`config.mk`:
```
export PLATFORM = sky130hd
export DESIGN_NAME = mem_arbiter
export DESIGN_NICKNAME = d
export VERILOG_FILES = /design/src/rtl/mem_arbiter.sv
export SDC_FILE = /design/constraint.sdc
export NUM_CORES = 1
export LEC_CHECK = 0
export ABC_AREA = 1
export CAP_MARGIN = 5
export CORE_UTILIZATION = 30
export CTS_BUF_LIST = sky130_fd_sc_hd__clkbuf_8
export DETAILED_ROUTE_END_ITERATION = 10
export SLEW_MARGIN = 10
export SYNTH_ARGS = -nofsm -noshare
export SYNTH_HDL_FRONTEND = slang
export SYNTH_SLANG_ARGS = --single-unit
```
`constraint.sdc`:
```
create_clock -name clk -period 4.1 [get_ports clk]
set_input_delay 0.41 -clock clk [delete_from_list [all_inputs] [get_ports clk]]
set_output_delay 0.41 -clock clk [all_outputs]
set_load 0.005 [all_outputs]
```
`src/rtl/mem_arbiter.sv`:
```
// mem_arbiter
//   Two-requester arbiter in front of a single-ported memory. The instruction
//   cache (ic_*) and the load/store buffer (lsb_*) each own a one-entry
//   pending slot. When idle, the FSM grants one eligible requester. On a tie
//   it picks the one that was not granted last. It issues a one-cycle
//   mem_req, holds the command fields until mem_ready, and then routes the
//   read data back.
//
// Ports
//   clk, rst                         rising-edge clock, synchronous active-high reset
//   ic_asking, ic_addr, ic_flush     fetch request pulse, fetch address, pipeline flush
//   lsb_req, lsb_we, lsb_addr,       load/store request pulse and command
//   lsb_wdata, lsb_wmask
//   mem_rdata, mem_ready             memory read data and completion pulse
//   mem_req, mem_we, mem_addr,       memory request pulse and command fields
//   mem_wdata, mem_wmask
//   ic_data, ic_data_ready           returned instruction word and its valid pulse
//   lsb_rdata, lsb_done              returned load data and completion pulse
//   ic_busy, lsb_busy                requester has a pending or in-flight access
//   dbg_state                        current FSM state (IDLE=0, BUSY_IC=1, BUSY_LSB=2)
//
// Handshake: every *_asking/*_req/mem_ready/*_ready/*_done signal is a
// single-cycle pulse sampled on the rising edge of clk. There is no
// back-pressure. A request pulse that arrives while its requester is busy
// is dropped. The memory command fields are stable from the mem_req cycle
// until the edge where mem_ready is sampled.

module mem_arbiter #(
    parameter logic INIT_PRIO = 1'b1   // 1: LSB wins the first tie, 0: IC wins
) (
    input  logic        clk,
    input  logic        rst,
    input  logic        ic_asking,
    input  logic [31:0] ic_addr,
    input  logic        ic_flush,
    input  logic        lsb_req,
    input  logic        lsb_we,
    input  logic [31:0] lsb_addr,
    input  logic [31:0] lsb_wdata,
    input  logic [3:0]  lsb_wmask,
    input  logic [31:0] mem_rdata,
    input  logic        mem_ready,
    output logic        mem_req,
    output logic        mem_we,
    output logic [31:0] mem_addr,
    output logic [31:0] mem_wdata,
    output logic [3:0]  mem_wmask,
    output logic [31:0] ic_data,
    output logic        ic_data_ready,
    output logic [31:0] lsb_rdata,
    output logic        lsb_done,
    output logic        ic_busy,
    output logic        lsb_busy,
    output logic [1:0]  dbg_state
);

    typedef enum logic [1:0] {
        IDLE     = 2'd0,
        BUSY_IC  = 2'd1,
        BUSY_LSB = 2'd2
    } state_t;

    state_t      state;

    // Pending slots
    logic        ic_pend;
    logic [31:0] ic_pend_addr;
    logic        lsb_pend;
    logic        lsb_pend_we;
    logic [31:0] lsb_pend_addr;
    logic [31:0] lsb_pend_wdata;
    logic [3:0]  lsb_pend_wmask;

    logic        last_ic;   // 1: IC holds the most recent grant
    logic        discard;   // in-flight fetch was flushed; swallow its data

    // Next-cycle decisions
    logic        ic_busy_cur, lsb_busy_cur;
    logic        take_ic, take_lsb;
    logic        ic_cand, lsb_cand;
    logic [31:0] ic_cand_addr;
    logic        lsb_cand_we;
    logic [31:0] lsb_cand_addr, lsb_cand_wdata;
    logic [3:0]  lsb_cand_wmask;
    logic        grant_ic, grant_lsb;
    logic        ic_pend_next, lsb_pend_next;
    logic        ic_busy_next, lsb_busy_next;

    always_comb begin
        ic_busy_cur  = ic_pend  | (state == BUSY_IC);
        lsb_busy_cur = lsb_pend | (state == BUSY_LSB);

        // A flush frees the IC slot in the same cycle. This lets a
        // simultaneous fetch be accepted even while the old fetch is still
        // in flight.
        take_ic      = ic_asking & (ic_flush | ~ic_busy_cur);
        ic_cand      = take_ic | (ic_pend & ~ic_flush);
        ic_cand_addr = take_ic ? ic_addr : ic_pend_addr;

        take_lsb       = lsb_req & ~lsb_busy_cur;
        lsb_cand       = take_lsb | lsb_pend;
        lsb_cand_we    = take_lsb ? lsb_we    : lsb_pend_we;
        lsb_cand_addr  = take_lsb ? lsb_addr  : lsb_pend_addr;
        lsb_cand_wdata = take_lsb ? lsb_wdata : lsb_pend_wdata;
        lsb_cand_wmask = take_lsb ? lsb_wmask : lsb_pend_wmask;

        // On a tie, the side that was not granted last wins.
        grant_ic  = (state == IDLE) & ic_cand & (~lsb_cand | ~last_ic);
        grant_lsb = (state == IDLE) & lsb_cand & ~grant_ic;

        ic_pend_next  = ic_cand  & ~grant_ic;
        lsb_pend_next = lsb_cand & ~grant_lsb;

        ic_busy_next  = ic_pend_next  | grant_ic  | ((state == BUSY_IC)  & ~mem_ready);
        lsb_busy_next = lsb_pend_next | grant_lsb | ((state == BUSY_LSB) & ~mem_ready);
    end

    always_ff @(posedge clk) begin
        if (rst) begin
            state          <= IDLE;
            ic_pend        <= 1'b0;
            ic_pend_addr   <= '0;
            lsb_pend       <= 1'b0;
            lsb_pend_we    <= 1'b0;
            lsb_pend_addr  <= '0;
            lsb_pend_wdata <= '0;
            lsb_pend_wmask <= '0;
            last_ic        <= INIT_PRIO;
            discard        <= 1'b0;
            mem_req        <= 1'b0;
            mem_we         <= 1'b0;
            mem_addr       <= '0;
            mem_wdata      <= '0;
            mem_wmask      <= '0;
            ic_data        <= '0;
            ic_data_ready  <= 1'b0;
            lsb_rdata      <= '0;
            lsb_done       <= 1'b0;
            ic_busy        <= 1'b0;
            lsb_busy       <= 1'b0;
        end else begin
            ic_pend  <= ic_pend_next;
            lsb_pend <= lsb_pend_next;
            if (take_ic) begin
                ic_pend_addr <= ic_addr;
            end
            if (take_lsb) begin
                lsb_pend_we    <= lsb_we;
                lsb_pend_addr  <= lsb_addr;
                lsb_pend_wdata <= lsb_wdata;
                lsb_pend_wmask <= lsb_wmask;
            end
            ic_busy       <= ic_busy_next;
            lsb_busy      <= lsb_busy_next;
            mem_req       <= 1'b0;
            ic_data_ready <= 1'b0;
            lsb_done      <= 1'b0;

            case (state)
                IDLE: begin
                    // mem_ready while idle is stale or spurious and is ignored.
                    if (grant_ic) begin
                        state     <= BUSY_IC;
                        mem_req   <= 1'b1;
                        mem_we    <= 1'b0;
                        mem_addr  <= ic_cand_addr;
                        mem_wdata <= '0;
                        mem_wmask <= '0;
                        last_ic   <= 1'b1;
                    end else if (grant_lsb) begin
                        state     <= BUSY_LSB;
                        mem_req   <= 1'b1;
                        mem_we    <= lsb_cand_we;
                        mem_addr  <= lsb_cand_addr;
                        mem_wdata <= lsb_cand_wdata;
                        mem_wmask <= lsb_cand_wmask;
                        last_ic   <= 1'b0;
                    end
                end
                BUSY_IC: begin
                    if (mem_ready) begin
                        state   <= IDLE;
                        discard <= 1'b0;
                        // A flush on the completing edge also cancels delivery.
                        if (!(discard || ic_flush)) begin
                            ic_data       <= mem_rdata;
                            ic_data_ready <= 1'b1;
                        end
                    end else if (ic_flush) begin
                        discard <= 1'b1;
                    end
                end
                BUSY_LSB: begin
                    if (mem_ready) begin
                        state     <= IDLE;
                        lsb_rdata <= mem_rdata;
                        lsb_done  <= 1'b1;
                    end
                end
                default: state <= IDLE;
            endcase
        end
    end

    assign dbg_state = state;

endmodule

```
# After elaboration in Yosys (flattened, before gate mapping)
# Index checks and enable logic that the tools add are counted.
# W data, S select, Z words.
[totals]
reg_bits = 245
inputBits = 139
out_inout_bits = 140
word_cells = 96
[classes]
eq_ne = 4
muxes = 25
bitwise = 33
n_reduce_logical = 13
[ops]
columns = ["cell", "n"]
rows = [
  ["$mux W32", 7],
  ["$mux W4", 3],
  ["$not A1 Y1", 12],
  ["$and A1 B1 Y1", 11],
  ["$mux W1", 11],
  ["$or A1 B1 Y1", 10],
  ["$reduce_and A2 Y1", 4],
  ["$mux W2", 3],
  ["$reduce_or A2 Y1", 3],
  ["$pmux W2 S2", 1],
  ["$reduce_bool A2 Y1", 2],
  ["$ne A3 B3 Y1 const B", 1],
  ["$reduce_and A3 Y1", 1],
  ["$reduce_or A3 Y1", 1],
  ["$eq A2 B1 Y1 const B", 1],
  ["$eq A2 B2 Y1 const B", 1],
  ["$logic_not A2 Y1", 1],
  ["$ne A2 B1 Y1 const B", 1],
  ["$logic_or A1 B1 Y1", 1],
]

# Depth between registers and ports, before layout
# Gate-level depths: netlist of the first run.
[logic_depth]
ltp_word = 14
mapped_depth = 12
mapped_depth_nobuf = 10

# Least setup slack after synthesis of the first run
# No wires, ideal clock.
[synth_path]
path_kind = "register to register"
from = "reg state[0] (netlist: dbg_state[0])"
to = "reg mem_wdata[15]"
setup_time_ns = 0.058
t_arrival_ns = 1.670
required_ns = 4.042
setup_slack_ns = 2.372
path_stages_with_launch = 12
path_buffers = 2
synth_period_minus_slack_ns = 1.728
path_cell_list = "dfxtp_1 inv_1 ha_1 o21bai_2 nand2_1 nand3_2 inv_1 nor2_1 buf_4 buf_2 nand2_1 nand2_1"
[synth_between]
elab_chain_cells = 12
elab_cells_between_ends = 24
cone_classes = "eq/ne (2); mux (3); bitwise (16); reduce/logical (3)"
[synth_rtl]
columns = ["item", "line_no", "text"]
rows = [
  ["start: declaration", "63", "state_t state;"],
  ["start signal: assignment", "120", "state <= IDLE;"],
  ["start signal: assignment", "163", "state <= BUSY_IC;"],
  ["start signal: assignment", "171", "state <= BUSY_LSB;"],
  ["$eq A2 B1 Y1 or $eq A2 B2 Y1 (tied branches)", "90, 91", ""],
  ["$or A1 B1 Y1 (on tied branches)", "90, 91", ""],
  ["$not A1 Y1 (on tied branches)", "96, 100", ""],
  ["$or A1 B1 Y1 or $and A1 B1 Y1 (tied branches)", "96, 100", ""],
  ["$and A1 B1 Y1 or $or A1 B1 Y1 (tied branches)", "96, 101", ""],
  ["$or A1 B1 Y1 or $not A1 Y1 (tied branches)", "97, 108", ""],
  ["$and A1 B1 Y1 or $or A1 B1 Y1 (tied branches)", "108", "grant_ic = (state == IDLE) & ic_cand & (~lsb_cand | ~last_ic);"],
  ["$and A1 B1 Y1", "108", ""],
  ["$not A1 Y1", "109", "grant_lsb = (state == IDLE) & lsb_cand & ~grant_ic;"],
  ["$and A1 B1 Y1", "109", ""],
  ["$reduce_bool A2 Y1 (no source line)", "--", ""],
  ["$reduce_and A2 Y1 (no source line)", "--", ""],
  ["end signal: assignment", "175", "mem_wdata <= lsb_cand_wdata;"],
  ["end: declaration", "46", "output logic [31:0] mem_wdata,"],
]
# Several ways; a longest one is shown, not always the timed one. The select of a mux whose other input is x is not followed.
# A chain may end at the register's enable or synchronous reset.

# Final worst setup path of the first run
[layout_path]
from = "reg state[0] (netlist: dbg_state[0])"
to = "reg mem_wdata[2]"
# Same word-level chain as after synthesis.

==> results_dict.tcl, run 1 <==
set metrics [dict create \
    nNetsFinal 1605 \
    grt_util_all_layers_pct 17.84 \
    design.core.area_mm2 0.02909 \
    clock_skew_ns 0.02543 \
    worst_pin_slew_ns 1.162 \
    hp-class "in -> reg" \
    crit_top_cell "nand2_1" \
    synth_nets 1352 \
    grt_max_degree 100 \
    mostFrequentLayoutCell "nand2_1" \
    holdWs_ns 0.4153 \
    finalCritPeriodShare_pct 69.74 \
    numCtsBuffers 43 \
    reg2reg_depth 11 \
    grt_pass1_vias 8343 \
    synth_cell_types 19 \
    final_cell_mix "nand2_1 (320), clkdlybuf4s50_1 (277), dfxtp_1 (245)" \
    routedWlPerCell_um 14.78 \
    vias_per_cell 4.551 \
    status "complete, no violations" \
    rows 62 \
    start_kind "register" \
    maxCapViolCount 0 \
    portBuffers 278 \
    crit_type "reg -> reg" \
    worstHoldPathCells 2 \
    async_reset_ff_share_pct 0 \
    path_depth 11 \
    critPathSlowestCell "inv_2" \
    critPathLaunch "dbg_state[0]" \
    min_period_ns 2.859 \
    slew_headroom_pct 22.42 \
    critical_path_buf_inv_count 4 \
    gp_congestion 0.8033 \
    synth_flop_cell "dfxtp_1" \
    ys_seq_elements 245 \
    dpl_cell_area_mm2 0.01199 \
    grt_first_pass_wirelength_mm 43.75 \
    leakage_nw 5.324 \
    finalCoreUtilization_pct 44.30 \
    cp_slowest_stage_delay_ns 0.51 \
    num_io_pins 279 \
    synth_edf_count 0 \
    clockBufferDepth 3 \
    holdBufCountCts 0 \
    cts_resized 0 \
    cts_num_sinks 245 \
    seq_area_frac_synth_pct 54.70 \
    p_per_area_mw_per_mm2 648.3 \
    rsz0062_at_grt "false" \
    start_util_pct 30.83 \
    reg2reg_slack_ns 1.24 \
    crit_chain "inv_1 > ha_1 > o21bai_2 > nand2_1 > nand3_2 > nand2_2 > buf_4 > inv_2 > buf_12 > nand3_1 > nand2_1" \
    cts_htree_levels 2 \
    routed_wl_mm 27.80 \
    hold_start "rst" \
    clkTransAtPathRegs_ns 0.06 \
    dieArea_mm2 0.03059 \
    die_w_um 174.9 \
    vdd_drop_max_v 0.0003150 \
    drv_slew 0 \
    syn_area_per_cell_um2 7.411 \
    syn_area_mm2 0.008967 \
    critical_path_peak_fanout 38 \
    clk_latency_ns 0.54 \
    end_kind "register" \
    drt-pass1-iter-count 5 \
    drt_iter0_markers 385 \
    root_buffer "clkbuf_8" \
    required_ns 4.57 \
    fp.dieH_um 174.9 \
    drtAntennaViolNets 0 \
    grt_overflow 0 \
    reg2reg_to "mem_wdata[2]" \
    clock.fmax_mhz 349.7 \
    worst_slack_ns 1.241 \
    worstPathArrival_ns 3.33 \
    antenna_found_initial 1 \
    finalHoldViolCount 0 \
    drive_gt1_share_pct 5.548 \
    setup_viol 0 \
    design_area_mm2 0.01289 \
    dp_hpwl_mm 17.66 \
    r2r_start "dbg_state[0]" \
    critical_path.top_delay_family "buffers and inverters" \
    area_growth_pct 43.70 \
    vias 8560 \
    ys_warn_count 0 \
    setup_tns_ns 0 \
    min_to "mem_req" \
    synth_cells 1210 \
    cts_tree "built" \
    drcViolationCount 0 \
    post-cts-setup-buffer-count 0 \
    pre_cts_slack_ns 0.9618 \
]
## where the power goes
part / total, mW / switching (mW) / leakage, nW / internal, mW
logic: 2.95 / 1.73 / 2.80 / 1.23
registers: 3.11 / 0.228 / 2.01 / 2.88
clock network: 2.29 / 0.992 / 0.517 / 1.30
## per-stage QoR
stage,instances,total power [mW]
CTS,1880,8.484
finish,1881,8.354
floorplan,1210,4.839
detailed placement,1802,6.151
global placement,1802,6.106
global route,1880,8.977
## cells in the mapped netlist (2+ instances only)
master,n,area (um^2)
nand2_1,320,1201
dfxtp_1,245,4905
nor2_1,235,882.1
o21ai_0,140,700.7
a21oi_1,71,355.3
clkbuf_1,54,202.7
inv_1,44,165.2
nand3_1,40,200.2
o21ai_1,23,115.1
buf_2,19,95.09
buf_4,4,30.03
buf_1,3,11.26
ha_1,3,37.54
nor3_1,3,15.01
inv_2,2,7.510
## registers in the layout, indices dropped and copies added (netlist names), 2 cells and up
signal,count
ic_data,32
ic_pend_addr,32
lsb_pend_addr,32
lsb_pend_wdata,32
lsb_rdata,32
mem_addr,32
mem_wdata,32
lsb_pend_wmask,4
mem_wmask,4
dbg_state,2
## area by class of cell
type / count / area [um^2]
Fill cell: 2996 / 16200
Sequential cell: 245 / 4905
Antenna cell: 1 / 2.502
Tap cell: 384 / 480.5
Timing Repair Buffer: 288 / 2868
Inverter: 46 / 175.2
Multi-Input combinational cell: 839 / 3563
Clock buffer: 53 / 729.5
Clock inverter: 25 / 162.7
## worst max-delay path by stage
stage	end
2_1_floorplan	mem_wdata[15]
3_3_place_gp	mem_addr[23]
3_5_place_dp	mem_addr[29]
4_1_cts	mem_addr[29]
5_1_grt	mem_addr[22]
6_report	mem_wdata[2]
## logic make-up after synthesis
| group | count (synthesis) | share of synthesized area (%) |
|---|---|---|
| flip-flops | 245 | 54.70 |
| buffers and inverters | 126 | 5.707 |
| adder cells (fa/ha/maj) | 3 | 0.4186 |
| AO/OA/AOI/OAI | 235 | 13.19 |
| AND/OR/NAND/NOR | 601 | 25.99 |
## routing by layer
metal	global-route usage (%)	vias to the layer above	share of wire [%]
met3	4.439	51	6.7
met4	6.341	0	2.5
met5	0	-	0
met2	29.63	254	45
met1	22.36	3901	45
li1	-	4354	-
(Power assumes the default switching activity.)
==> run 2, diff against run 1 <==
==> constraint.sdc (replaced) <==
create_clock -name clk -period 2.8 [get_ports clk]
set_input_delay 0.28 -clock clk [delete_from_list [all_inputs] [get_ports clk]]
set_output_delay 0.28 -clock clk [all_outputs]
set_load 0.005 [all_outputs]
==> run 2 against run 1 <==
Core utilization grew 0.78 points. Register-to-register slack lost 0.56 ns. Non-clock buffer count grew 10. Critical endpoint is now mem_addr[14]. Largest cell class unchanged. Highest routed layer unchanged.
==> results_dict.tcl, run 2 (synthesis results as in run 1) <==
set metrics [dict create \
    reg2reg_slack_ns 0.68 \
    grt_pass1_vias 8381 \
    worst_pin_slew_ns 0.8182 \
    drt-pass1-iter-count 4 \
    routedWlPerCell_um 14.58 \
    min_to "ic_pend_addr[15]" \
    dieArea_mm2 0.03059 \
    critical_path_peak_fanout 69 \
    cts_htree_levels 2 \
    r2r_start "dbg_state[0]" \
    p_per_area_mw_per_mm2 968.2 \
    worstHoldPathCells 2 \
    setup_viol 0 \
    clock.fmax_mhz 470.8 \
    rsz0062_at_grt "false" \
    dpl_cell_area_mm2 0.01210 \
    post-cts-setup-buffer-count 0 \
    drtAntennaViolNets 0 \
    grt_max_degree 70 \
    drcViolationCount 0 \
    gr-usage-met3_pct 4.460 \
    design.core.area_mm2 0.02909 \
    numCtsBuffers 45 \
    grt_overflow 0 \
    start_util_pct 30.83 \
    vias 8590 \
    finalCritPeriodShare_pct 75.85 \
    clock_skew_ns 0.02222 \
    routed_wl_mm 27.66 \
    cts_resized 0 \
    grt_first_pass_wirelength_mm 43.91 \
    start_kind "register" \
    cts_num_sinks 245 \
    die_w_um 174.9 \
    clkTransAtPathRegs_ns 0.06 \
    busiest_layer "met2" \
    drive_gt1_share_pct 6.353 \
    finalHoldViolCount 0 \
    portBuffers 278 \
    nNetsFinal 1617 \
    clk_latency_ns 0.55 \
    min_period_ns 2.124 \
    drv_slew 0 \
    maxCapViolCount 0 \
    design_area_mm2 0.01311 \
    grt_util_all_layers_pct 17.90 \
    holdWs_ns 0.2185 \
    reg2reg_to "mem_addr[14]" \
    nFillCells 2978 \
    grt_use_met2_pct 29.65 \
    hold_start "rst" \
    crit_type "reg -> reg" \
    gp_congestion 0.8312 \
    cts_tree "built" \
    grtUsageMet1_pct 22.33 \
    area_growth_pct 46.24 \
    num_io_pins 279 \
    setup_tns_ns 0 \
    drt_iter0_markers 326 \
    multi_input_area_mm2 0.003563 \
    power_mw 12.70 \
    vdd_drop_max_v 0.0007894 \
    worstPathArrival_ns 2.60 \
    ff_latch_area_mm2 0.004905 \
    leakage_nw 5.453 \
    antenna_found_initial 1 \
    reg2reg_depth 11 \
    end_kind "register" \
    dp_hpwl_mm 17.55 \
    rows 62 \
    hp-class "in -> reg" \
    holdBufCountCts 0 \
    vias_per_cell 4.528 \
    final_cell_mix "nand2_1 (320), clkdlybuf4s50_1 (277), dfxtp_1 (245)" \
    root_buffer "clkbuf_8" \
    required_ns 3.27 \
    clockBufferDepth 3 \
    fp.dieH_um 174.9 \
    slew_headroom_pct 45.46 \
    mostFrequentLayoutCell "nand2_1" \
    status "complete, no violations" \
]
==> run 2: worst max-delay path, stage by stage (launching register included) <==
cell and delay [ns]:
dfxtp_1 0.35, inv_1 0.09, ha_1 0.30, nor3_4 0.09, inv_2 0.05, buf_4 0.63
nand2_1 0.16, nand2_1 0.10, nand2_1 0.05, o21ai_1 0.08, nor2_1 0.05, nor2_1 0.09
==> run 2: metal layers <==
metal	up-vias	wire length [um]
met2	252	12520
met4	0	710
met3	49	1823
li1	4366	-
met1	3923	12610
met5	-	0
==> run 2: per-stage QoR <==
stage	setup WS, ns	std cells	util (%)
final	0.6761	1897	45.08
after global routing	0.3564	1896	45.07
after CTS	0.6379	1895	45.06
after detailed placement	0.5501	1812	41.61
after global placement	0.5601	1812	41.61
after floorplan	1.072	1210	-
==> run 2: cell type report <==
type	instances	share of cell area, %
sequential	245	37.40
multi-input combinational	839	27.17
timing repair buffer	298	22.73
clock buffer	58	6.087
tap	384	3.664
clock inverter	25	1.574
inverter	46	1.336
antenna	2	0.03816
==> run 2: how the worst max path moves through the flow <==
stage	start	cells after the start	endpoint	slack [ns]
final	dbg_state[0]	11	mem_addr[14]	0.68
after global routing	dbg_state[0]	11	mem_addr[21]	0.36
after floorplan	dbg_state[0]	11	mem_wdata[15]	1.07
after CTS	dbg_state[0]	11	mem_addr[14]	0.64
after global placement	ic_flush	9	mem_addr[2]	0.56
after detailed placement	ic_flush	9	mem_addr[2]	0.55
==> run 2: where the power goes <==
part,internal (mW),switching [mW],total (mW)
Clock,2.22,1.51,3.73
Combinational,1.87,2.57,4.44
Sequential,4.22,0.304,4.53
Total,8.32,4.38,12.7
==> run 3, diff against run 2 <==
==> constraint.sdc (replaced) <==
create_clock -name clk -period 1.7 [get_ports clk]
set_input_delay 0.17 -clock clk [delete_from_list [all_inputs] [get_ports clk]]
set_output_delay 0.17 -clock clk [all_outputs]
set_load 0.005 [all_outputs]
==> run 3 against run 2 <==
Global-route usage decreased by 0.17 points. Register-to-register slack got worse by 0.66 ns. Sequential power increased by 66%. Critical endpoint is now mem_addr[6].
==> results_dict.tcl, run 3 (synthesis results as in run 1) <==
set metrics [dict create \
    status "complete, no violations" \
    dieArea_mm2 0.03059 \
    vias_per_cell 4.534 \
    drv_slew 0 \
    dp_hpwl_mm 18.73 \
    vdd_drop_max_v 0.0008950 \
    critical_path.top_delay_family "buffers and inverters" \
    fp.dieH_um 174.9 \
    cp_slowest_stage_delay_ns 0.33 \
    rows 62 \
    gp_congestion 0.8145 \
    drtAntennaViolNets 0 \
    setup_viol 0 \
    drive_gt1_share_pct 16.38 \
    start_kind "register" \
    design.core.area_mm2 0.02909 \
    crit_type "reg -> reg" \
    vias 8999 \
    start_util_pct 30.83 \
    root_buffer "clkbuf_8" \
    routedWlPerCell_um 14.83 \
    cts_tree "built" \
    p_per_area_mw_per_mm2 1619 \
    power_mw 23.31 \
    crit_chain "buf_6 > ha_4 > o21bai_4 > nand2_2 > nand3_4 > buf_6 > clkbuf_16 > o21ai_1 > nor2_1 > nor2_1" \
    grt_util_all_layers_pct 17.73 \
    drt-pass1-iter-count 4 \
    die_w_um 174.9 \
    pre_cts_slack_ns -0.2029 \
    drcViolationCount 0 \
    num_io_pins 279 \
    antenna_found_initial 4 \
    clockBufferDepth 3 \
    clk_latency_ns 0.54 \
    final_cell_mix "nand2_1 (279), clkdlybuf4s50_1 (275), dfxtp_1 (243)" \
    critical_path_buf_inv_count 3 \
    mostFrequentLayoutCell "nand2_1" \
    min_period_ns 1.686 \
    dpl_cell_area_mm2 0.01287 \
    cts_num_sinks 245 \
    hp-class "in -> reg" \
    portBuffers 278 \
    grt_first_pass_wirelength_mm 43.68 \
    clock_skew_ns 0.01935 \
    grt_pass1_vias 8421 \
    setup_tns_ns 0 \
    critPathSlowestCell "dfxtp_2" \
    finalCritPeriodShare_pct 99.16 \
    maxCapViolCount 0 \
    grt_overflow 0 \
    slew_headroom_pct 64.42 \
    numCtsBuffers 43 \
    worst_pin_slew_ns 0.5337 \
    nFillCells 2862 \
    routed_wl_mm 29.43 \
    required_ns 2.12 \
    critical_path_peak_fanout 11 \
    clkTransAtPathRegs_ns 0.06 \
    finalHoldViolCount 0 \
    design_area_mm2 0.01440 \
    rsz0062_at_grt "true" \
    clock.fmax_mhz 593.2 \
    nNetsFinal 1714 \
    end_kind "register" \
    worstPathArrival_ns 2.11 \
    leakage_nw 6.035 \
    cts_htree_levels 2 \
    drt_iter0_markers 433 \
    area_growth_pct 60.53 \
    grt_max_degree 97 \
    worst_slack_ns 0.01435 \
    finalCoreUtilization_pct 49.48 \
]
==> run 3: worst register-to-register path, cell delays in order (launching register included) <==
cell       delay, ns
dfxtp_2         0.33
buf_6           0.12
ha_4            0.17
o21bai_4        0.13
nand2_2         0.08
nand3_4         0.16
buf_6           0.18
clkbuf_16       0.17
o21ai_1         0.08
nor2_1          0.11
nor2_1          0.04
==> run 3: path summary, 6_finish.rpt <==
check | from | end | slack [ns] | cells after the start
setup / recovery | dbg_state[1] | mem_addr[6] | 0.01 | 10
hold / removal | lsb_wdata[23] | lsb_pend_wdata[23] | 0.21 | 3
setup reg to reg | dbg_state[1] | mem_addr[6] | 0.01 | 10
hold reg to reg | lsb_pend_addr[30] | lsb_pend_addr[30] | 0.46 | 2
==> run 3: cell type report <==
class	count	area [um^2]	area share, %
flip-flops and latches	245	4910	34.11
repair buffers	397	4156	28.87
multi-input cells	839	3812	26.48
clock buffers	53	729.5	5.067
well taps	384	480.5	3.338
inverters	46	185.2	1.286
clock inverters	20	118.9	0.8257
diodes	1	2.502	0.01738
==> run 3: stage by stage <==
stage          instances  hold WS, ns
2_1_floorplan       1210       0.3314
3_3_place_gp        1889       0.4524
3_5_place_dp        1889       0.4551
4_1_cts             1966       0.1786
5_1_grt             1985       0.1762
6_report            1985       0.2130
==> run 3: report_power, final <==
part / internal [mW] / total, mW / switching (mW)
Combinational: 5.26 / 10.4 / 5.15
Sequential: 6.96 / 7.54 / 0.570
Clock: 2.96 / 5.36 / 2.40
==> run 3: timing repair <==
action | 4_1_cts | 5_1_grt
hold buffers | 1 | 0
resized for setup | 27 | 114
setup endpoints to repair | 124 | 91
gates cloned | 0 | 11
pin swaps | 2 | 37
endpoints found under the hold margin | 12 | 0
setup buffers | 4 | 7
==> run 3: routing by layer <==
metal  wire length (um)  global-route usage, %  vias to the layer above
li1                   -                      -                     4583
met1              13580                  23.20                     4060
met2              13240                  28.17                      300
met3               1888                  4.591                       52
met4                684                  6.159                        4
met5                 26                      0                        -
